`config.mk`:
```
export PLATFORM = sky130hd
export DESIGN_NAME = best_1ofn_busy_pipe
export DESIGN_NICKNAME = d
export VERILOG_FILES = /design/src/rtl/best_1ofn_busy_pipe.sv
export SDC_FILE = /design/constraint.sdc
export NUM_CORES = 1
export LEC_CHECK = 0
export BUFFER_PORTS_ARGS = -buffer_cell sky130_fd_sc_hd__clkbuf_2
export CELL_PAD_IN_SITES_DETAIL_PLACEMENT = 1
export CELL_PAD_IN_SITES_GLOBAL_PLACEMENT = 2
export CORE_MARGIN = 8
export CORE_UTILIZATION = 37
export DETAILED_ROUTE_END_ITERATION = 12
export PLACE_DENSITY_LB_ADDON = 0.05
export REMOVE_ABC_BUFFERS = 1
export SLEW_MARGIN = 20
export SYNTH_ARGS = -nofsm -noshare
export SYNTH_HDL_FRONTEND = slang
export SYNTH_SLANG_ARGS = --single-unit
```
`constraint.sdc`:
```
create_clock -name clock -period 4.1 [get_ports clock]
set_input_delay 0 -clock clock [delete_from_list [all_inputs] [get_ports clock]]
set_output_delay 0 -clock clock [all_outputs]
set_load 0.02 [all_outputs]
```
`src/rtl/best_1ofn_busy_pipe.sv`:
```
// rtl/best_1ofn_busy_pipe.sv - pipelined best-1-of-N pattern selector; sub-strip key enabled by BEST_1OFN_SUBKEY_EN
`timescale 1ns/1ps
module best_1ofn_busy_pipe #(
    parameter int NCH     = 7,
    parameter int PAT_W   = 7,
    parameter int KEY_W   = 5,
    parameter int CARRY_W = 12,
    parameter int OFFS_W  = 4,
    localparam int CH_W   = $clog2(NCH)
) (
    input  logic                      clock,
    input  logic                      reset,
    input  logic                      valid_in,
    input  logic [NCH*PAT_W-1:0]      pat,
    input  logic [NCH*KEY_W-1:0]      key,
    input  logic [NCH*CARRY_W-1:0]    carry,
    input  logic [NCH*OFFS_W-1:0]     offs,
    input  logic [NCH-1:0]            bsy,
    output logic                      valid_out,
    output logic [PAT_W-1:0]          best_pat,
    output logic [CH_W+KEY_W-1:0]     best_key,
    output logic [CARRY_W-1:0]        best_carry,
    output logic [CH_W+KEY_W+1:0]     best_subkey,
    output logic                      best_bsy
);
    localparam int L     = $clog2(NCH);
    localparam int SK_W  = CH_W + KEY_W + 2;
    localparam int SUM_W = ((SK_W > OFFS_W) ? SK_W : OFFS_W) + 2;
    localparam logic [SUM_W-1:0] SK_MAX = SUM_W'(4 * NCH * (2 ** KEY_W) - 1);

    // Number of live candidates at tree level l (level 0 = registered inputs).
    function automatic int level_cnt(input int l);
        return (NCH + (1 << l) - 1) >> l;
    endfunction

    logic [L:0]         t_valid;
    logic [PAT_W-1:0]   t_pat   [0:L][0:NCH-1];
    logic [PAT_W-1:0]   n_pat   [0:L][0:NCH-1];
    logic [KEY_W-1:0]   t_key   [0:L][0:NCH-1];
    logic [KEY_W-1:0]   n_key   [0:L][0:NCH-1];
    logic [CARRY_W-1:0] t_carry [0:L][0:NCH-1];
    logic [CARRY_W-1:0] n_carry [0:L][0:NCH-1];
    logic [CH_W-1:0]    t_idx   [0:L][0:NCH-1];
    logic [CH_W-1:0]    n_idx   [0:L][0:NCH-1];
    logic [NCH-1:0]     t_elig  [0:L];
    logic [NCH-1:0]     n_elig  [0:L];
`ifdef BEST_1OFN_SUBKEY_EN
    logic [OFFS_W-1:0]  t_offs  [0:L][0:NCH-1];
    logic [OFFS_W-1:0]  n_offs  [0:L][0:NCH-1];
    logic signed [SUM_W-1:0] sk_sum;
`else
    logic unused_offs;
    assign unused_offs = ^offs;
`endif

    int   a;
    int   b;
    logic take_b;

    always_comb begin
        a      = 0;
        b      = 0;
        take_b = 1'b0;
        for (int l = 0; l <= L; l++) begin
            n_elig[l] = '0;
            for (int j = 0; j < NCH; j++) begin
                n_pat[l][j]   = '0;
                n_key[l][j]   = '0;
                n_carry[l][j] = '0;
                n_idx[l][j]   = '0;
`ifdef BEST_1OFN_SUBKEY_EN
                n_offs[l][j]  = '0;
`endif
            end
        end
        for (int i = 0; i < NCH; i++) begin
            n_pat[0][i]   = pat[i*PAT_W +: PAT_W];
            n_key[0][i]   = key[i*KEY_W +: KEY_W];
            n_carry[0][i] = carry[i*CARRY_W +: CARRY_W];
            n_idx[0][i]   = CH_W'(i);
            n_elig[0][i]  = !bsy[i];
`ifdef BEST_1OFN_SUBKEY_EN
            n_offs[0][i]  = offs[i*OFFS_W +: OFFS_W];
`endif
        end
        // An odd last node pairs with itself; B never strictly beats itself, so it passes through.
        for (int l = 1; l <= L; l++) begin
            for (int j = 0; j < NCH; j++) begin
                if (j < level_cnt(l)) begin
                    a = 2 * j;
                    b = (2 * j + 1 < level_cnt(l - 1)) ? 2 * j + 1 : 2 * j;
                    take_b = t_elig[l-1][b] &&
                             (!t_elig[l-1][a] ||
                              (t_pat[l-1][b][PAT_W-1:1] > t_pat[l-1][a][PAT_W-1:1]));
                    n_pat[l][j]   = take_b ? t_pat[l-1][b]   : t_pat[l-1][a];
                    n_key[l][j]   = take_b ? t_key[l-1][b]   : t_key[l-1][a];
                    n_carry[l][j] = take_b ? t_carry[l-1][b] : t_carry[l-1][a];
                    n_idx[l][j]   = take_b ? t_idx[l-1][b]   : t_idx[l-1][a];
                    n_elig[l][j]  = t_elig[l-1][a] | t_elig[l-1][b];
`ifdef BEST_1OFN_SUBKEY_EN
                    n_offs[l][j]  = take_b ? t_offs[l-1][b]  : t_offs[l-1][a];
`endif
                end
            end
        end
    end

    always_ff @(posedge clock) begin
        if (reset) begin
            t_valid <= '0;
            for (int l = 0; l <= L; l++) begin
                t_elig[l] <= '0;
                for (int j = 0; j < NCH; j++) begin
                    t_pat[l][j]   <= '0;
                    t_key[l][j]   <= '0;
                    t_carry[l][j] <= '0;
                    t_idx[l][j]   <= '0;
`ifdef BEST_1OFN_SUBKEY_EN
                    t_offs[l][j]  <= '0;
`endif
                end
            end
        end else begin
            t_valid <= {t_valid[L-1:0], valid_in};
            t_pat   <= n_pat;
            t_key   <= n_key;
            t_carry <= n_carry;
            t_idx   <= n_idx;
            t_elig  <= n_elig;
`ifdef BEST_1OFN_SUBKEY_EN
            t_offs  <= n_offs;
`endif
        end
    end

    // Output stage is combinational off the root register so latency stays 1+L.
    always_comb begin
        valid_out   = 1'b0;
        best_pat    = '0;
        best_key    = '0;
        best_carry  = '0;
        best_subkey = '0;
        best_bsy    = 1'b0;
`ifdef BEST_1OFN_SUBKEY_EN
        sk_sum      = '0;
`endif
        if (t_valid[L]) begin
            valid_out = 1'b1;
            if (t_elig[L][0]) begin
                best_pat   = t_pat[L][0];
                best_key   = {t_idx[L][0], t_key[L][0]};
                best_carry = t_carry[L][0];
`ifdef BEST_1OFN_SUBKEY_EN
                sk_sum = $signed({{(SUM_W-SK_W){1'b0}}, t_idx[L][0], t_key[L][0], 2'b00}) +
                         $signed({{(SUM_W-OFFS_W){t_offs[L][0][OFFS_W-1]}}, t_offs[L][0]});
                if (sk_sum[SUM_W-1])
                    best_subkey = '0;
                else if (sk_sum > $signed(SK_MAX))
                    best_subkey = SK_MAX[SK_W-1:0];
                else
                    best_subkey = sk_sum[SK_W-1:0];
`endif
            end else begin
                best_bsy = 1'b1;
            end
        end
    end
endmodule

```
# Word-level counts from Yosys, hierarchy flattened
# Index checks and enable logic that the tools add are counted.
dict set report totals {
  mem_bits_ro 0
  ff_bits 391
  out_inout_bits 39
  in_bits 206
  memories 0
  mem_bits_rw 0
  latch_bits 0
}
dict set report op_classes {
  n_addsub 0
  reduce_logical 25
  bitwise 6
  order_cmp 6
  muxes 34
  n_eq_ne 0
  n_div 0
  shift 0
  mul 0
}
# op count
set op_table {}
lappend op_table {{$mux 12} 8}
lappend op_table {{$mux 79} 1}
lappend op_table {{$mux 7} 8}
lappend op_table {{$gt 6x6->1} 6}
lappend op_table {{$mux 5} 6}
lappend op_table {{$mux 8} 2}
lappend op_table {{$mux 3} 5}
lappend op_table {{$logic_not 1->1} 13}
lappend op_table {{$logic_and 1x1->1} 6}
lappend op_table {{$logic_or 1x1->1} 6}
lappend op_table {{$or 1x1->1} 6}
lappend op_table {{$mux 1} 4}

# Depth between registers and ports, before layout
# Gate-level depths: netlist (run 1).
dict set report logic_depth {
  word_depth 5
  mapped_depth 8
  ltp_nobuf 6
}

# Least setup slack after synthesis (run 1)
# Ideal clock, no wire load.
dict set report synth_timing {
  kind {register to register}
  from {register t_pat[167] in the netlist's numbering}
  to {register t_carry[216] in the netlist's numbering}
  stages_incl_launch_ff 8
  period_less_slack_ns 1.677
  setup_time_ns 0.072
  arrival_time_ns 1.605
  setup_slack_ns 2.423
  n_path_buf 1
  cell_sequence {dfxtp_1 -> inv_1 -> ha_1 -> nand4_1 -> o21bai_1 -> a31oi_4 -> buf_8 -> mux2i_1}
}
dict set report synth_between {
  elab_chain_cells 4
}
# element line
set synth_rtl {}
lappend synth_rtl {{start, declared} 37} ;# logic [PAT_W-1:0] t_pat [0:L][0:NCH-1];
lappend synth_rtl {{start signal, assigned} 125} ;# t_pat <= n_pat;
lappend synth_rtl {{$gt 6x6->1} 94} ;# (t_pat[l-1][b][PAT_W-1:1] > t_pat[l-1][a][PAT_W-1:1]));
lappend synth_rtl {{$logic_or 1x1->1} 93} ;# (!t_elig[l-1][a] ||
lappend synth_rtl {{$logic_and 1x1->1} 92} ;# take_b = t_elig[l-1][b] &&
lappend synth_rtl {{$mux 12} 97} ;# n_carry[l][j] = take_b ? t_carry[l-1][b] : t_carry[l-1][a];
lappend synth_rtl {{end signal, assigned} 127} ;# t_carry <= n_carry;
lappend synth_rtl {{end, declared} 41} ;# logic [CARRY_W-1:0] t_carry [0:L][0:NCH-1];
# Every way passes these cells.
# A chain may end at the register's enable or synchronous reset.

# Worst setup path after layout (run 1)
dict set report layout_timing {
  from {register t_pat[195] in the netlist's numbering}
  to {register t_pat[141] in the netlist's numbering}
}
dict set report layout_between {
  elab_chain_cells 4
}
# element line
set layout_rtl {}
lappend layout_rtl {{$gt 6x6->1} 94}
lappend layout_rtl {{$logic_or 1x1->1} 93}
lappend layout_rtl {{$logic_and 1x1->1} 92}
lappend layout_rtl {{$mux 7} 95} ;# n_pat[l][j] = take_b ? t_pat[l-1][b] : t_pat[l-1][a];
# Every way passes these cells.

==> results of run 1 <==
## registers in the layout, summed over array words and instances, names as in the netlist
name     cells
t_carry    156
t_elig      13
t_idx       14
n_key        5
t_key       65
n_idx        1
n_carry     12
n_pat        7
t_valid      4
n_elig       1
t_pat       91
## power by group through the flow
stage / clock network (W) / logic, W / registers (W)
global placement: 0 / 0.000535 / 0.00391
CTS: 0.00382 / 0.000709 / 0.00383
global route: 0.00397 / 0.000782 / 0.00385
floorplan: 0 / 0.000334 / 0.00388
detailed placement: 0 / 0.000546 / 0.00391
finish: 0.00370 / 0.000700 / 0.00383
## synthesized netlist by cell type
cell type and n:
a211oi_1 5, a21o_1 5, a21oi_1 2, a31oi_1 2, a31oi_4 3, and2_1 3
and3_1 30, buf_1 4, buf_2 3, buf_4 13, buf_6 6, buf_8 6
clkbuf_1 54, conb_1 1, dfxtp_1 369, ha_1 36, inv_1 43, mux2i_1 148
nand2_1 298, nand2b_1 1, nand3_1 11, nand3b_1 1, nand4_1 6, nor2_1 20
nor2b_1 206, nor3b_1 1, o21a_1 1, o21ai_0 5, o21bai_1 5, o31a_1 1
## cells by family (layout without fill, tap and decap cells)
logic type / count (synthesis) / after routing / synth area share (%)
fa+ha+maj: 36 / 36 / 3.46
other cells: 1 / 10 / 0.0288
buf+inv: 129 / 545 / 4.99
compound gates: 29 / 29 / 1.85
flops: 369 / 369 / 56.8
simple gates: 577 / 577 / 21.5
mux: 148 / 148 / 11.4
## metrics by stage
| stage | TNS, ns | hold slack (ns) |
|---|---|---|
| after detailed placement | 0 | 0.161 |
| after floorplan | -72.59 | 0.0667 |
| after global placement | 0 | 0.160 |
| after global routing | 0 | 0.163 |
| final | 0 | 0.170 |
| after CTS | 0 | 0.144 |
## per-layer routing
metal | vias up | GRT usage (%) | part of all wire (%)
li1 | 4853 | - | -
met1 | 4532 | 18.5 | 42
met2 | 154 | 30.3 | 52
met3 | 51 | 3.35 | 4.1
met4 | 2 | 4.22 | 1.8
met5 | - | 0 | 0.024
## layout make-up
| type | count | area (sq um) | share of cell area (%) |
|---|---|---|---|
| Sequential cell | 369 | 7390 | 41.4 |
| Multi-Input combinational cell | 800 | 5040 | 28.3 |
| Timing Repair Buffer | 431 | 3290 | 18.4 |
| Clock buffer | 59 | 1170 | 6.58 |
| Tap cell | 455 | 569 | 3.19 |
| Clock inverter | 12 | 200 | 1.12 |
| Inverter | 43 | 169 | 0.947 |
## worst min-delay path, stage by stage
cell           delay, ns
dlygate4sd3_1       0.52
clkbuf_2            0.09
nor2_1              0.03
## what timing repair did
action                                 CTS  global route
endpoints found under the hold margin  193             0
setup buffers                            0             0
hold buffers                           211             0
## worst paths after layout
check | startpoint | to | slack, ns
min | bsy[5] | t_elig[26] | 0.17
max | t_pat[195] | t_pat[141] | 1.63
min reg2reg | n_carry[205] | t_carry[205] | 0.43
max reg2reg | t_pat[195] | t_pat[141] | 1.63
==> impl_metrics.csv, run 1 <==
group,metric,value,unit
placement,dp_cells,1887,
route,post-route-drc-count,0,
sta,max_slew_margin,31.1,%
critical_path,cp.depth,7,
final_layout,nets,1927,
run,cap_violations,0,
pwr,p_leak,7.60,nW
final_layout,fin_area,17800,sq um
final_layout,final_cell_mix,"dfxtp_1 (368), nand2_1 (298), dlygate4sd3_1 (211)",
clock_tree,root_buffer,"clkbuf_16",
floorplan,die_x,204,microns
critical_path,crit_path_end_kind,"flip-flop",
critical_path,cp_max_fo,19,
final_layout,layout-drive-gt1-share,16.9,%
final_layout,final_common_cell,"dfxtp_1",
route,first_pass_iters,4,
pwr,intPower,0.00643,W
critical_path,crit_type,"flip-flop to flip-flop",
global_routing,antenna_found_initial,1,
critical_path,cp.arrival,2.91,ns
sta,finalCriticalPeriod,2.47,ns
route,avgViaCountPerCell,4.42,
critical_path,slowest_stage,"a31oi_4",
clock_tree,h-tree-depth,2,
pwr,irDropWorstVdd,0.345,mV
clock_tree,clk_latency,0.52,ns
clock_tree,cts_resized,0,
global_routing,overflow,0,
critical_path,reg2regPathDepth,7,
synth,ys_ff_latch,369,
route,wl_per_cell,15.5,microns
sta,grt_setup_unrepaired,"false",
pwr,sw_frac_of_total,21.8,%
synth,synth_top_area_cell,"dfxtp_1",
synth,yosys-top-cells-area,"dfxtp_1 (57%), mux2i_1 (11%), nor2b_1 (9.9%), nand2_1 (8.6%), ha_1 (3.5%)",
synth,ys_warn_count,0,
hold_path,hold_class,"input pin to flip-flop",
pwr,pwr-share-seq,46.6,%
clock_tree,cts_tree,"built",
global_routing,grt_pass1_vias,10500,
final_layout,n_fill_cell,3820,
floorplan,start_util,37.6,%
pwr,p_comb_share,8.5,%
route,drtIter0Drc,226,
sta,hold_violations,0,
sta,setup_viol,0,
placement,hpwl,21300,microns
critical_path,crit_chain,"inv_1, ha_1, nand4_1, o21bai_1, a31oi_4, buf_4, mux2i_1",
critical_path,max_stage_delay,0.84,ns
synth,synthDistinctLibCells,30,
pwr,p_clk_share,44.9,%
route,num_vias,9592,
final_layout,area_delta_synth_final,37.0,%
sta,max_freq,404,MHz
floorplan,die_area,41400,sq um
synth,yosysTopAreaCellShare,56.8,%
critical_path,start_kind,"flip-flop",
synth,syn_avg_cell_area,10.1,sq um
synth,synth_cells,1289,
pwr,power.total,0.00823,W
placement,placed_area,14300,sq um
clock_tree,cts_max_path_buffers,3,
global_routing,grt_pass1_wl,54200,microns
clock_tree,clk_pin_slew_worst_paths,0.06,ns
floorplan,core,34600,sq um
critical_path,path_buf_inv,2,
floorplan,dieHeight,204,microns
final_layout,instances_no_fill,2169,
floorplan,ios,245,
placement,io_buffer_count,206,
clock_tree,cts_num_sinks,369,
hold_path,hold_depth,3,
pwr,power_switching,0.00179,W
global_routing,grt_max_degree,159,
pwr,p_per_area,462,nW/um^2
route,wirelength,33700,microns
placement,gp_congestion,0.743,
sta,finClkSkew,0.0188,ns
global_routing,grt_usage,16.2,%
critical_path,required,4.54,ns
floorplan,rows,68,
final_layout,fin_util,51.5,%
synth,netlist_area,13000,sq um
placement,dp_slack,1.53,ns
sta,worst_pin_slew,1.03,ns
final_layout,num_antenna_cells,0,
route,antenna_left,0,
sta,slew_violations,0,
synth,ys_seq_area_share,56.8,%
run_status,outcome,"finished clean",
critical_path,critical_path.top_delay_family,"compound AO/OA/AOI/OAI gates",
sta,post-route-period-util,60.3,%
sta,setup_ws,1.63,ns
clock_tree,cts_made_buffers,40,
Note: power is estimated with default switching activity, not from simulation.
==> inputs of run 2 (changes only) <==
--- a/config.mk
+++ b/config.mk
@@ -5,11 +5,12 @@
 export SDC_FILE = /design/constraint.sdc
 export NUM_CORES = 1
 export LEC_CHECK = 0
+export ABC_AREA = 1
 export BUFFER_PORTS_ARGS = -buffer_cell sky130_fd_sc_hd__clkbuf_2
 export CELL_PAD_IN_SITES_DETAIL_PLACEMENT = 1
 export CELL_PAD_IN_SITES_GLOBAL_PLACEMENT = 2
 export CORE_MARGIN = 8
-export CORE_UTILIZATION = 37
+export CORE_UTILIZATION = 28
 export DETAILED_ROUTE_END_ITERATION = 12
 export PLACE_DENSITY_LB_ADDON = 0.05
 export REMOVE_ABC_BUFFERS = 1
==> constraint.sdc (replaced) <==
create_clock -name clock -period 2.2 [get_ports clock]
set_input_delay 0 -clock clock [delete_from_list [all_inputs] [get_ports clock]]
set_output_delay 0 -clock clock [all_outputs]
set_load 0.02 [all_outputs]
==> run 2 against run 1 <==
Net effect: final area up 9.6%; via count is 27% higher; die area rose by 40%; power grew 100%; register-to-register slack worse by 1.4 ns; worst hold slack lost 0.035 ns; sequential share of layout area shrank 3.6 points; wire length increased by 18%; worst setup slack worse by 1.4 ns.
==> impl_metrics.csv, run 2 <==
group,metric,value,unit
run_status,outcome,"finished clean",
sta,setup_viol,0,
critical_path,crit_path_end_kind,"flip-flop",
clock_tree,clk_pin_slew_worst_paths,0.06,ns
floorplan,die_area,58000,sq um
placement,io_buffer_count,206,
synth,syn_avg_cell_area,7.49,sq um
route,post-route-drc-count,0,
critical_path,crit_type,"flip-flop to flip-flop",
final_layout,num_antenna_cells,0,
sta,worst_pin_slew,0.605,ns
final_layout,final_common_cell,"inv_1",
synth,synthDistinctLibCells,19,
clock_tree,cts_tree,"built",
synth,synth_top_area_cell,"dfxtp_1",
synth,ys_ff_latch,369,
clock_tree,h-tree-depth,2,
final_layout,final_cell_mix,"inv_1 (430), nor2_1 (400), dfxtp_1 (363)",
route,antenna_left,0,
floorplan,rows,82,
floorplan,ios,245,
final_layout,area_delta_synth_final,38.1,%
critical_path,cp.arrival,2.39,ns
global_routing,antenna_found_initial,0,
sta,slew_violations,0,
route,num_vias,12200,
synth,synth_cells,1889,
clock_tree,cts_num_sinks,369,
sta,fin_tns_setup,0,ns
route,first_pass_iters,4,
placement,gp_congestion,0.734,
final_layout,layout-drive-gt1-share,14.9,%
clock_tree,postCtsSetupBuffers,0,
sta,max_slew_margin,59.7,%
clock_tree,cts_max_path_buffers,3,
critical_path,r2r_slack,0.26,ns
global_routing,grt_pass1_wl,64400,microns
sta,finClkSkew,0.0138,ns
global_routing,grt_usage,13.8,%
synth,synth_most_common_cell,"inv_1",
final_layout,largest_register_ffs,156,
floorplan,start_util,28.3,%
pwr,p_per_area,857,nW/um^2
run,cap_violations,0,
floorplan,core,50100,sq um
final_layout,largest_registers,"t_carry (156), t_pat (91), t_key (65)",
synth,async_reset_ff_share,0,%
sta,grt_setup_unrepaired,"false",
synth,synthFlopType,"dfxtp_1",
pwr,irDropWorstVdd,0.456,mV
clock_tree,root_buffer,"clkbuf_16",
sta,finalCriticalPeriod,1.94,ns
critical_path,max_stage_delay,0.45,ns
clock_tree,clk_latency,0.56,ns
route,wirelength,39700,microns
floorplan,die_x,241,microns
clock_tree,cts_made_buffers,45,
route,drtIter0Drc,271,
global_routing,grt_max_degree,115,
critical_path,start_kind,"flip-flop",
floorplan,dieHeight,241,microns
final_layout,n_fill_cell,6136,
placement,hpwl,25700,microns
sta,hold_ws,0.135,ns
final_layout,fin_util,39.0,%
critical_path,slowest_stage,"nand2_4",
synth,yosys-top-cells-area,"dfxtp_1 (52%), inv_1 (11%), nor2_1 (11%), nand3_1 (5.7%), nand2_1 (5.5%)",
sta,max_freq,515,MHz
sta,hold_violations,0,
global_routing,grt_pass1_vias,12900,
final_layout,largest-register,"t_carry",
critical_path,cp_max_fo,49,
synth,yosysTopAreaCellShare,52.2,%
synth,netlist_area,14100,sq um
critical_path,required,2.65,ns
route,avgViaCountPerCell,4.08,
synth,synth_edf_count,0,
synth,ys_warn_count,0,
pwr,power.total,0.0168,W
synth,ys_seq_area_share,52.2,%
hold_path,hold_class,"input pin to flip-flop",
final_layout,nets,2522,
critical_path,crit_chain,"inv_1, ha_1, nand2_1, nor2_2, nand2_1, nand3_1, nand2_2, nand2_4, nand3_1, nand2_1, nor2_1",
global_routing,overflow,0,
pwr,p_leak,9.53,nW
synth,synthTopCellsByCount,"inv_1 (430), nor2_1 (400), dfxtp_1 (369)",
critical_path,crit_top_cell,"nand2_1",
sta,post-route-period-util,88.2,%
route,wl_per_cell,13.3,microns
run 2: cell types whose count changed in the layout (fill, tap and decap cells not counted), sizes merged, moves of 148 or more:
cell | before | now
a21oi | 2 | 153
inv | 44 | 431
mux2i | 148 | 0
nand3 | 11 | 162
nor2 | 20 | 403
nor2b | 206 | 0
run 2: critical path, delay by kind of cell, from the launching register on:
| kind | cells | cell delay (ns) |
|---|---|---|
| buffers and inverters | 1 | 0.05 |
| AND/OR/NAND/NOR | 9 | 1.14 |
| flip-flops | 1 | 0.33 |
| adder cells (fa/ha/maj) | 1 | 0.28 |
run 2: cell type report:
class	instances	area, sq um	area share (%)
flip-flops and latches	369	7390	37.9
clock inverters	16	245	1.26
well taps	672	841	4.30
inverters	431	1620	8.31
multi-input cells	980	4540	23.2
repair buffers	453	3600	18.5
clock buffers	64	1290	6.60
run 2: final timing paths:
path | cells past startpoint | endpoint | from
max | 11 | t_carry[232] | t_pat[181]
min | 3 | t_elig[21] | bsy[0]
max reg2reg | 11 | t_carry[232] | t_pat[181]
min reg2reg | 2 | t_key[85] | n_key[85]
run 2: kinds of logic (layout without fill, tap and decap cells):
kind of cell | after synthesis | in the layout | share of synthesized area [%]
compound gates | 153 | 153 | 6.13
flops | 369 | 369 | 52.2
simple gates | 781 | 781 | 22.5
fa+ha+maj | 36 | 36 | 3.18
buf+inv | 549 | 964 | 16.0
other cells | 1 | 10 | 0.0265
run 2: timing repair:
| item | 4_1_cts | 5_1_grt |
|---|---|---|
| hold endpoints to repair | 224 | 0 |
| hold buffers | 224 | 0 |
| resized for setup | 1 | 0 |
| setup endpoints to repair | 7 | 0 |
run 2: power breakdown:
| group | switching, W | internal (W) |
|---|---|---|
| combinational | 0.000981 | 0.000860 |
| sequential | 0.000173 | 0.00709 |
| clock | 0.00288 | 0.00477 |
| total | 0.00403 | 0.0127 |
run 2: per-stage QoR:
step           area [sq um]  setup slack [ns]  std cells
2_1_floorplan         13500            0.0502       1780
3_3_place_gp          15800             0.297       2681
3_5_place_dp          15800             0.246       2681
4_1_cts               19500             0.236       2985
5_1_grt               19500            0.0216       2985
6_report              19500             0.259       2985
run 2: metal layers:
layer  vias up  global-route usage, %  share of wire (%)  routed length, microns
met5         -                      0                  0                       0
met4         0                   4.35                2.2                     877
met3        54                   2.56                3.7                    1470
met2       161                   25.5                 51                   20300
li1       6299                      -                  -                       -
met1      5665                   15.8                 43                   17000
==> inputs of run 3 (changes only) <==
--- a/config.mk
+++ b/config.mk
@@ -12,7 +12,9 @@
 export CORE_MARGIN = 8
 export CORE_UTILIZATION = 28
 export DETAILED_ROUTE_END_ITERATION = 12
+export GPL_ROUTABILITY_DRIVEN = 0
 export PLACE_DENSITY_LB_ADDON = 0.05
+export RECOVER_POWER = 50
 export REMOVE_ABC_BUFFERS = 1
 export SLEW_MARGIN = 20
 export SYNTH_ARGS = -nofsm -noshare
==> run 3 against run 2 <==
Net effect: via count is essentially flat; count of clock-buffer cells in the layout did not move; utilization hardly changed; sequential cell count unchanged; clock skew is essentially flat; first-iteration DRC count is the same; largest cell class unchanged; highest routed layer unchanged.
==> impl_metrics.csv, run 3 (synthesized netlist as in run 2, its figures left out) <==
group,metric,value,unit
sta,grt_setup_unrepaired,"false",
clock_tree,clk_pin_slew_worst_paths,0.06,ns
clock_tree,cts_num_sinks,369,
route,wirelength,39700,microns
sta,worst_pin_slew,1.36,ns
placement,io_buffer_count,206,
critical_path,start_kind,"flip-flop",
floorplan,rows,82,
sta,fin_tns_setup,0,ns
clock_tree,root_buffer,"clkbuf_16",
route,first_pass_iters,4,
final_layout,layout-drive-gt1-share,14.8,%
global_routing,grt_usage,13.8,%
final_layout,regArea,7390,sq um
sta,hold_violations,0,
run,cap_violations,0,
pwr,irDropWorstVdd,0.456,mV
global_routing,grt_max_degree,115,
critical_path,r2r_slack,0.25,ns
global_routing,grt_pass1_wl,64400,microns
final_layout,n_fill_cell,6140,
sta,setup_viol,0,
critical_path,cp_max_fo,49,
pwr,p_per_area,858,nW/um^2
hold_path,hold_class,"input pin to flip-flop",
clock_tree,cts_made_buffers,45,
placement,hpwl,25700,microns
final_layout,area_delta_synth_final,38.0,%
floorplan,die_area,58000,sq um
floorplan,die_x,241,microns
global_routing,overflow,0,
route,post-route-drc-count,0,
pwr,p_leak,9.52,nW
final_layout,largest-register,"t_carry",
sta,slew_violations,0,
critical_path,required,2.65,ns
global_routing,antenna_found_initial,0,
sta,max_freq,512,MHz
critical_path,cp.arrival,2.40,ns
sta,post-route-period-util,88.7,%
route,drtIter0Drc,271,
floorplan,ios,245,
sta,max_slew_margin,9.60,%
final_layout,largest_register_ffs,156,
route,num_vias,12200,
route,avgViaCountPerCell,4.08,
clock_tree,clk_latency,0.56,ns
floorplan,core,50100,sq um
clock_tree,cts_max_path_buffers,3,
clock_tree,postCtsSetupBuffers,0,
clock_tree,h-tree-depth,2,
sta,finClkSkew,0.0138,ns
placement,dp_cells,2681,
clock_tree,cts_tree,"built",
final_layout,num_antenna_cells,0,
route,wl_per_cell,13.3,microns
floorplan,start_util,28.3,%
sta,finalCriticalPeriod,1.95,ns
critical_path,crit_path_end_kind,"flip-flop",
final_layout,final_common_cell,"inv_1",
route,antenna_left,0,
final_layout,instances_no_fill,2985,
floorplan,dieHeight,241,microns
global_routing,grt_pass1_vias,12900,
final_layout,nets,2522,
run_status,outcome,"finished clean",
critical_path,crit_type,"flip-flop to flip-flop",
final_layout,multi_input_area,4540,sq um
final_layout,largest_registers,"t_carry (156), t_pat (91), t_key (65)",
final_layout,final_cell_mix,"inv_1 (430), nor2_1 (400), dfxtp_1 (364)",
## run 3: report_power, final
part           internal [W]  switching, W  leakage, nW
logic              0.000859      0.000980         5.71
registers           0.00709      0.000173         3.06
clock network       0.00477       0.00288        0.757
## run 3: worst max-delay path: stages (launching register included)
cell     delay, ns
dfxtp_1       0.33
inv_1         0.05
ha_1          0.28
nand2_1       0.08
nor2_2        0.13
nand2_1       0.06
nand3_1       0.07
nand2_2       0.06
nand2_4       0.45
nand3_1       0.15
nand2_1       0.11
nor2_1        0.04
## run 3: worst paths after layout
kind / from / end / cells past startpoint
hold reg to reg: n_key[85] / t_key[85] / 2
setup reg to reg: t_pat[181] / t_carry[232] / 11
hold / removal: bsy[0] / t_elig[21] / 3
setup / recovery: t_pat[181] / t_carry[232] / 11
## run 3: final cells by class
type / instances / share of cell area [%]
multi-input combinational: 980 / 23.3
tap: 672 / 4.31
sequential: 369 / 37.9
inverter: 431 / 8.29
clock inverter: 16 / 1.26
timing repair buffer: 453 / 18.4
clock buffer: 64 / 6.60
## run 3: timing repair
action / in CTS / in global routing
resized for setup: 1 / 0
endpoints found under the setup margin: 7 / 0
hold endpoints to repair: 224 / 0
hold buffers: 224 / 0
## run 3: metal layers
metal  vias up  track usage, %  part of all wire [%]
met4         0            4.35                   2.2
li1       6298               -                     -
met3        54            2.56                   3.7
met1      5666            15.8                    43
met5         -               0                     0
met2       157            25.5                    51
## run 3: metrics by stage
step	hold slack, ns	util, %	worst slack, ns	area, sq um	power [W]
floorplan	0.0667	-	0.0502	13500	0.00830
global placement	0.153	31.5	0.297	15800	0.00895
global route	0.140	39.0	0.0152	19500	0.0176
CTS	0.0907	39.0	0.236	19500	0.0171
finish	0.135	39.0	0.249	19500	0.0167
detailed placement	0.156	31.5	0.246	15800	0.00898
